**src/rtl/shared_mem_port_arbiter_if.sv**
```systemverilog
// Port B bundle of the shared block RAM: two requester channels, their grant and
// read-return signals, and the RAM pin side driven by the arbiter.
interface shared_mem_port_arbiter_if #(
    parameter int AW = 11,
    parameter int DW = 32
);
    logic              prog_mode;
    logic              req0;
    logic              req1;
    logic              we0;
    logic              we1;
    logic [DW/8-1:0]   be0;
    logic [DW/8-1:0]   be1;
    logic [AW-1:0]     addr0;
    logic [AW-1:0]     addr1;
    logic [DW-1:0]     wdata0;
    logic [DW-1:0]     wdata1;
    logic              gnt0;
    logic              gnt1;
    logic              rvalid0;
    logic              rvalid1;
    logic [DW-1:0]     rdata0;
    logic [DW-1:0]     rdata1;
    logic              mem_en;
    logic [DW/8-1:0]   mem_web;
    logic [AW-1:0]     mem_addr;
    logic [DW-1:0]     mem_din;
    logic [DW-1:0]     mem_dout;

    modport slave (
        input  prog_mode, req0, req1, we0, we1, be0, be1,
        input  addr0, addr1, wdata0, wdata1, mem_dout,
        output gnt0, gnt1, rvalid0, rvalid1, rdata0, rdata1,
        output mem_en, mem_web, mem_addr, mem_din
    );

    modport master (
        output prog_mode, req0, req1, we0, we1, be0, be1,
        output addr0, addr1, wdata0, wdata1,
        input  gnt0, gnt1, rvalid0, rvalid1, rdata0, rdata1
    );

    modport mem (
        input  mem_en, mem_web, mem_addr, mem_din,
        output mem_dout
    );
endinterface

```
**src/rtl/shared_mem_port_arbiter.sv**
```systemverilog
// Two-requester arbiter for block RAM port B: round-robin under contention, loader
// priority in prog_mode, and a one-entry tag steering each read return.
module shared_mem_port_arbiter #(
    parameter int AW = 11,
    parameter int DW = 32
) (
    input  logic                     clk,
    input  logic                     Rst,
    shared_mem_port_arbiter_if.slave bus
);
    localparam int BW = DW / 8;

    logic          rr;
    logic          rtag_valid;
    logic          rtag_idx;
    logic          grant;
    logic          win1;
    logic          win_we;
    logic [BW-1:0] win_be;
    logic [AW-1:0] win_addr;
    logic [DW-1:0] win_wdata;

    // Reset gates the grant itself so neither the RAM nor the tag see a stray access.
    assign grant = (bus.req0 | bus.req1) & ~Rst;
    assign win1  = bus.req1 & (~bus.req0 | bus.prog_mode | rr);

    assign win_we    = win1 ? bus.we1    : bus.we0;
    assign win_be    = win1 ? bus.be1    : bus.be0;
    assign win_addr  = win1 ? bus.addr1  : bus.addr0;
    assign win_wdata = win1 ? bus.wdata1 : bus.wdata0;

    assign bus.gnt0     = grant & ~win1;
    assign bus.gnt1     = grant & win1;
    assign bus.mem_en   = grant;
    assign bus.mem_addr = grant ? win_addr  : '0;
    assign bus.mem_din  = grant ? win_wdata : '0;
    assign bus.mem_web  = (grant & win_we) ? win_be : '0;

    assign bus.rvalid0 = rtag_valid & ~rtag_idx;
    assign bus.rvalid1 = rtag_valid & rtag_idx;
    assign bus.rdata0  = bus.mem_dout;
    assign bus.rdata1  = bus.mem_dout;

    always_ff @(posedge clk or posedge Rst) begin
        if (Rst) begin
            rr         <= 1'b0;
            rtag_valid <= 1'b0;
            rtag_idx   <= 1'b0;
        end else begin
            rtag_valid <= grant & ~win_we;
            if (grant) begin
                rr       <= ~win1;
                rtag_idx <= win1;
            end
        end
    end
endmodule

```
**src/flat_wrapper.sv**
```systemverilog
// flat-port wrapper written by rule: the top's interface ports become plain ports
module shared_mem_port_arbiter_flat 
#(
    parameter int AW = 11,
    parameter int DW = 32
)
  (clk, Rst, bus_prog_mode, bus_req0, bus_req1, bus_we0, bus_we1, bus_be0, bus_be1, bus_addr0, bus_addr1, bus_wdata0, bus_wdata1, bus_mem_dout, bus_gnt0, bus_gnt1, bus_rvalid0, bus_rvalid1, bus_rdata0, bus_rdata1, bus_mem_en, bus_mem_web, bus_mem_addr, bus_mem_din);
  shared_mem_port_arbiter_if #(.AW(AW), .DW(DW)) bus_i ();
  input  logic clk;
  input  logic Rst;
  input wire logic [$bits(bus_i.prog_mode)-1:0] bus_prog_mode;
  input wire logic [$bits(bus_i.req0)-1:0] bus_req0;
  input wire logic [$bits(bus_i.req1)-1:0] bus_req1;
  input wire logic [$bits(bus_i.we0)-1:0] bus_we0;
  input wire logic [$bits(bus_i.we1)-1:0] bus_we1;
  input wire logic [$bits(bus_i.be0)-1:0] bus_be0;
  input wire logic [$bits(bus_i.be1)-1:0] bus_be1;
  input wire logic [$bits(bus_i.addr0)-1:0] bus_addr0;
  input wire logic [$bits(bus_i.addr1)-1:0] bus_addr1;
  input wire logic [$bits(bus_i.wdata0)-1:0] bus_wdata0;
  input wire logic [$bits(bus_i.wdata1)-1:0] bus_wdata1;
  input wire logic [$bits(bus_i.mem_dout)-1:0] bus_mem_dout;
  output wire logic [$bits(bus_i.gnt0)-1:0] bus_gnt0;
  output wire logic [$bits(bus_i.gnt1)-1:0] bus_gnt1;
  output wire logic [$bits(bus_i.rvalid0)-1:0] bus_rvalid0;
  output wire logic [$bits(bus_i.rvalid1)-1:0] bus_rvalid1;
  output wire logic [$bits(bus_i.rdata0)-1:0] bus_rdata0;
  output wire logic [$bits(bus_i.rdata1)-1:0] bus_rdata1;
  output wire logic [$bits(bus_i.mem_en)-1:0] bus_mem_en;
  output wire logic [$bits(bus_i.mem_web)-1:0] bus_mem_web;
  output wire logic [$bits(bus_i.mem_addr)-1:0] bus_mem_addr;
  output wire logic [$bits(bus_i.mem_din)-1:0] bus_mem_din;
  assign bus_i.prog_mode = bus_prog_mode;
  assign bus_i.req0 = bus_req0;
  assign bus_i.req1 = bus_req1;
  assign bus_i.we0 = bus_we0;
  assign bus_i.we1 = bus_we1;
  assign bus_i.be0 = bus_be0;
  assign bus_i.be1 = bus_be1;
  assign bus_i.addr0 = bus_addr0;
  assign bus_i.addr1 = bus_addr1;
  assign bus_i.wdata0 = bus_wdata0;
  assign bus_i.wdata1 = bus_wdata1;
  assign bus_i.mem_dout = bus_mem_dout;
  assign bus_gnt0 = bus_i.gnt0;
  assign bus_gnt1 = bus_i.gnt1;
  assign bus_rvalid0 = bus_i.rvalid0;
  assign bus_rvalid1 = bus_i.rvalid1;
  assign bus_rdata0 = bus_i.rdata0;
  assign bus_rdata1 = bus_i.rdata1;
  assign bus_mem_en = bus_i.mem_en;
  assign bus_mem_web = bus_i.mem_web;
  assign bus_mem_addr = bus_i.mem_addr;
  assign bus_mem_din = bus_i.mem_din;
  shared_mem_port_arbiter #(.AW(AW), .DW(DW)) u_core (.clk(clk), .Rst(Rst), .bus(bus_i));
endmodule
```
**config.mk**
```make
export PLATFORM = sky130hd
export DESIGN_NAME = shared_mem_port_arbiter_flat
export DESIGN_NICKNAME = d
export VERILOG_FILES = /design/src/rtl/shared_mem_port_arbiter_if.sv /design/src/rtl/shared_mem_port_arbiter.sv /design/src/flat_wrapper.sv
export SDC_FILE = /design/constraint.sdc
export NUM_CORES = 1
export LEC_CHECK = 0
export CORE_AREA = 4 4 94 96
export DETAILED_ROUTE_END_ITERATION = 7
export DIE_AREA = 0 0 98 100
export PLACE_DENSITY_LB_ADDON = 0.08
export SLEW_MARGIN = 30
export SYNTH_ARGS = -nofsm -noshare
export SYNTH_HDL_FRONTEND = slang
export SYNTH_SLANG_ARGS = --single-unit
```
**constraint.sdc**
```tcl
create_clock -name clk -period 1.3 [get_ports clk]
set_input_delay 0.13 -clock clk [delete_from_list [all_inputs] [get_ports clk]]
set_output_delay 0.13 -clock clk [all_outputs]
set_load 0.005 [all_outputs]
```
==> impl_metrics.py <==
metrics = {
    "yosys": {
        "synth.avg_cell_area_sq_um": 8.496,
        "synthMuxAreaShare_pct": 3.184,
        "ys_types": 21,
        "syn-num-nets": 281,
        "yosys.area_share.simple_pct": 8.756,
        "synth_area_sq_um": 1257,
        "synthAdderAreaFrac_pct": 0,
        "ys_ff_latch": 3,
        "yosysSeqAreaShare_pct": 5.970,
        "synth_top_family_by_area": "buffers and inverters",
        "synth_xor_area_share_pct": 0,
        "synth_warnings": 0,
        "synth_compound_area_share_pct": 34.13,
        "postSynthCellCount": 148,
    },
    "timing": {
        "fin_ws_ns": -0.5692,
        "min_period_ns": 1.869,
        "rsz0062_at_grt": "yes",
        "clock_skew_ns": 0.002669,
        "setup_viol": 52,
        "maxSlewViolCount": 0,
        "hold_slack_ns": 0.2600,
        "slew_headroom_pct": 84.08,
        "hold_viol": 0,
        "tightest_slew_ns": 0.2382,
        "finalCritPeriodShare_pct": 143.8,
        "fmax_mhz": 535.0,
    },
    "power_and_ir_drop": {
        "irDropWorstVdd_uv": 621.7,
        "cellLeakagePower_nw": 1.215,
        "comb_power_share_pct": 69.0,
        "clkPwrFrac_pct": 22.1,
        "switchingPower_mw": 0.3427,
        "internal_power_mw": 0.9013,
        "switching_share_pct": 27.54,
        "seq_power_share_pct": 9.0,
        "powerDensity_nw_per_um2": 476.9,
    },
    "die": {
        "coreArea_sq_um": 8051,
        "start_util_pct": 15.62,
        "dieArea_sq_um": 9800,
        "die_w_um": 98,
        "die_y_um": 100,
        "rows": 33,
        "ios": 249,
    },
    "final_layout": {
        "multi_input_area_sq_um": 613.1,
        "drive_gt1_share_pct": 38.93,
        "fillers": 862,
        "layout.nets": 396,
        "stdcell_count": 367,
        "syn_to_final_growth_pct": 107.5,
        "layout_commonest_cell": "clkdlybuf4s50_1",
        "seqCellArea_sq_um": 75.07,
        "mostFrequentLayoutCells": "clkdlybuf4s50_1 (96), a22o_1 (35), buf_2 (32)",
        "num_antenna_cells": 0,
    },
    "route": {
        "dr.pass1.iters": 4,
        "drt_iter0_markers": 36,
        "viasPerCell": 4.150,
        "vias": 1523,
        "drt.antenna.violating_nets": 0,
        "wire_per_inst_um": 17.11,
        "remaining_drc_errors": 0,
        "routed_wl_mm": 6.281,
    },
    "cts": {
        "cts_root_buffer": "clkbuf_8",
        "clk_path_buf_depth": 2,
        "clk_latency_ns": 0.22,
        "htree_levels": 1,
        "cts_tree": "built",
        "cts_buffers": 3,
        "clkTransAtPathRegs_ns": 0.03,
        "cts.sinks": 3,
    },
    "status": {
        "violations": "negative setup slack",
        "status": "finished, violations left",
    },
    "global_route": {
        "grt_pass1_vias": 1604,
        "overflow": 0,
        "antenna_found_initial": 0,
        "grt_max_degree": 20,
        "grt_pass1_wl_mm": 8.970,
        "grt.total_usage_pct": 11.48,
    },
    "setup_path": {
        "required_ns": 1.17,
        "slowest_delay_ns": 0.39,
        "cpMostUsedCell": "buf_6",
        "worstPathArrival_ns": 1.74,
        "cp_slowest_cell": "dfrtp_1",
        "path_cells": "nor3b_4 -> buf_6 -> nor3_4 -> buf_12 -> buf_8 -> buf_6 -> a22o_2 -> buf_2",
        "setup.worst_path.end_class": "primary output",
        "worstSetupStartpointType": "register",
        "worstPathMaxFanout": 6,
        "crit_type": "reg -> out",
    },
    "worst_hold_path": {
        "hp-class": "in -> out",
    },
    "placed_design": {
        "gp_congestion": 0.7776,
        "placed_cells": 342,
        "portBuffers": 152,
        "hpwl_mm": 4.646,
    },
    "job": {
        "drv_cap": 0,
    },
}
-- through the flow --
stage	setup TNS, ns	util (%)	setup slack, ns	instance area [sq um]	total power [mW]
2_1_floorplan	-0.01303	-	-0.001729	1257	0.5110
3_3_place_gp	-40.97	30.23	-0.8520	2434	0.9324
3_5_place_dp	-39.78	30.23	-0.8336	2434	0.9218
4_1_cts	-24.65	32.77	-0.6009	2639	1.255
5_1_grt	-26.61	32.40	-0.6499	2609	1.327
6_report	-22.13	32.40	-0.5692	2609	1.244
-- critical path: cells and delay by family (launching register included) --
kind / cells / cell delay [ns]
DFF: 1 / 0.39
and+or+nand+nor: 2 / 0.26
AOI/OAI and AO/OA: 1 / 0.24
buffers and inverters: 5 / 0.64
-- routing by layer --
layer  wire length, um  up-vias  track usage, %
met1              2393      679           12.88
li1                  -      707               -
met2              3154      120           21.26
met5                 0        -               0
met4                84        0           2.662
met3               649       17           3.475
-- cell usage after synthesis --
cell / count / area (sq um)
buf_2: 2 / 10.01
nor2_1: 2 / 7.510
nor3_4: 1 / 16.27
nor2b_1: 1 / 6.260
nor3b_4: 1 / 18.77
buf_6: 9 / 101.4
inv_1: 2 / 7.510
o21a_1: 1 / 7.510
or2b_1: 1 / 7.510
o21bai_4: 1 / 18.77
dfrtp_1: 3 / 75.07
and2_1: 1 / 6.260
nand3_1: 8 / 40.04
inv_2: 1 / 3.750
a22o_1: 35 / 306.5
a21o_2: 1 / 8.760
a211oi_1: 1 / 7.510
a22o_2: 8 / 80.08
buf_4: 64 / 480.5
mux2i_1: 4 / 40.04
nor3b_1: 1 / 7.510
-- power groups by stage --
stage | logic [mW] | clock network (mW) | registers (mW)
after CTS | 0.866 | 0.277 | 0.111
after global routing | 0.921 | 0.293 | 0.113
after detailed placement | 0.809 | 0 | 0.113
after floorplan | 0.400 | 0 | 0.111
final | 0.858 | 0.274 | 0.111
after global placement | 0.819 | 0 | 0.113
-- flip-flops by register name (all words and copies together), names as in the netlist --
name               count
u_core.rtag_idx        1
u_core.rtag_valid      1
u_core.rr              1
-- final cells by class --
type / instances / area share (%)
clock buffer: 4 / 1.727
sequential: 3 / 2.878
inverter: 3 / 0.4317
tap: 105 / 5.036
multi-input combinational: 67 / 23.50
timing repair buffer: 185 / 66.43
-- path summary, 6_finish.rpt --
path | end | cells past startpoint | slack [ns] | start
setup / recovery | bus_mem_addr[8] | 8 | -0.57 | u_core.rr
hold / removal | bus_rdata0[17] | 0 | 0.26 | bus_mem_dout[17]
setup reg to reg | u_core.rtag_idx | 7 | -0.17 | u_core.rr
hold reg to reg | u_core.rr | 2 | 0.57 | u_core.rr
max in group asynchronous | u_core.rr | 3 | 0.81 | Rst
min in group asynchronous | u_core.rtag_valid | 3 | 0.36 | Rst
-- logic make-up (layout without fill, tap and decap cells) --
| family | Yosys count | count (layout) |
|---|---|---|
| buffers and inverters | 78 | 192 |
| AO/OA/AOI/OAI | 47 | 47 |
| AND/OR/NAND/NOR | 16 | 16 |
| multiplexers | 4 | 4 |
| flip-flops | 3 | 3 |
-- what timing repair did --
| item | in CTS | in global routing |
|---|---|---|
| endpoints found under the setup margin | 54 | 53 |
| buffers inserted | 17 | 3 |
| hold buffers | 0 | 1 |
| pin swaps | 15 | 17 |
| gates resized for setup | 192 | 26 |
| endpoints found under the hold margin | 0 | 3 |
| gates cloned | 3 | 1 |
Note: power is estimated with default switching activity, not from simulation.
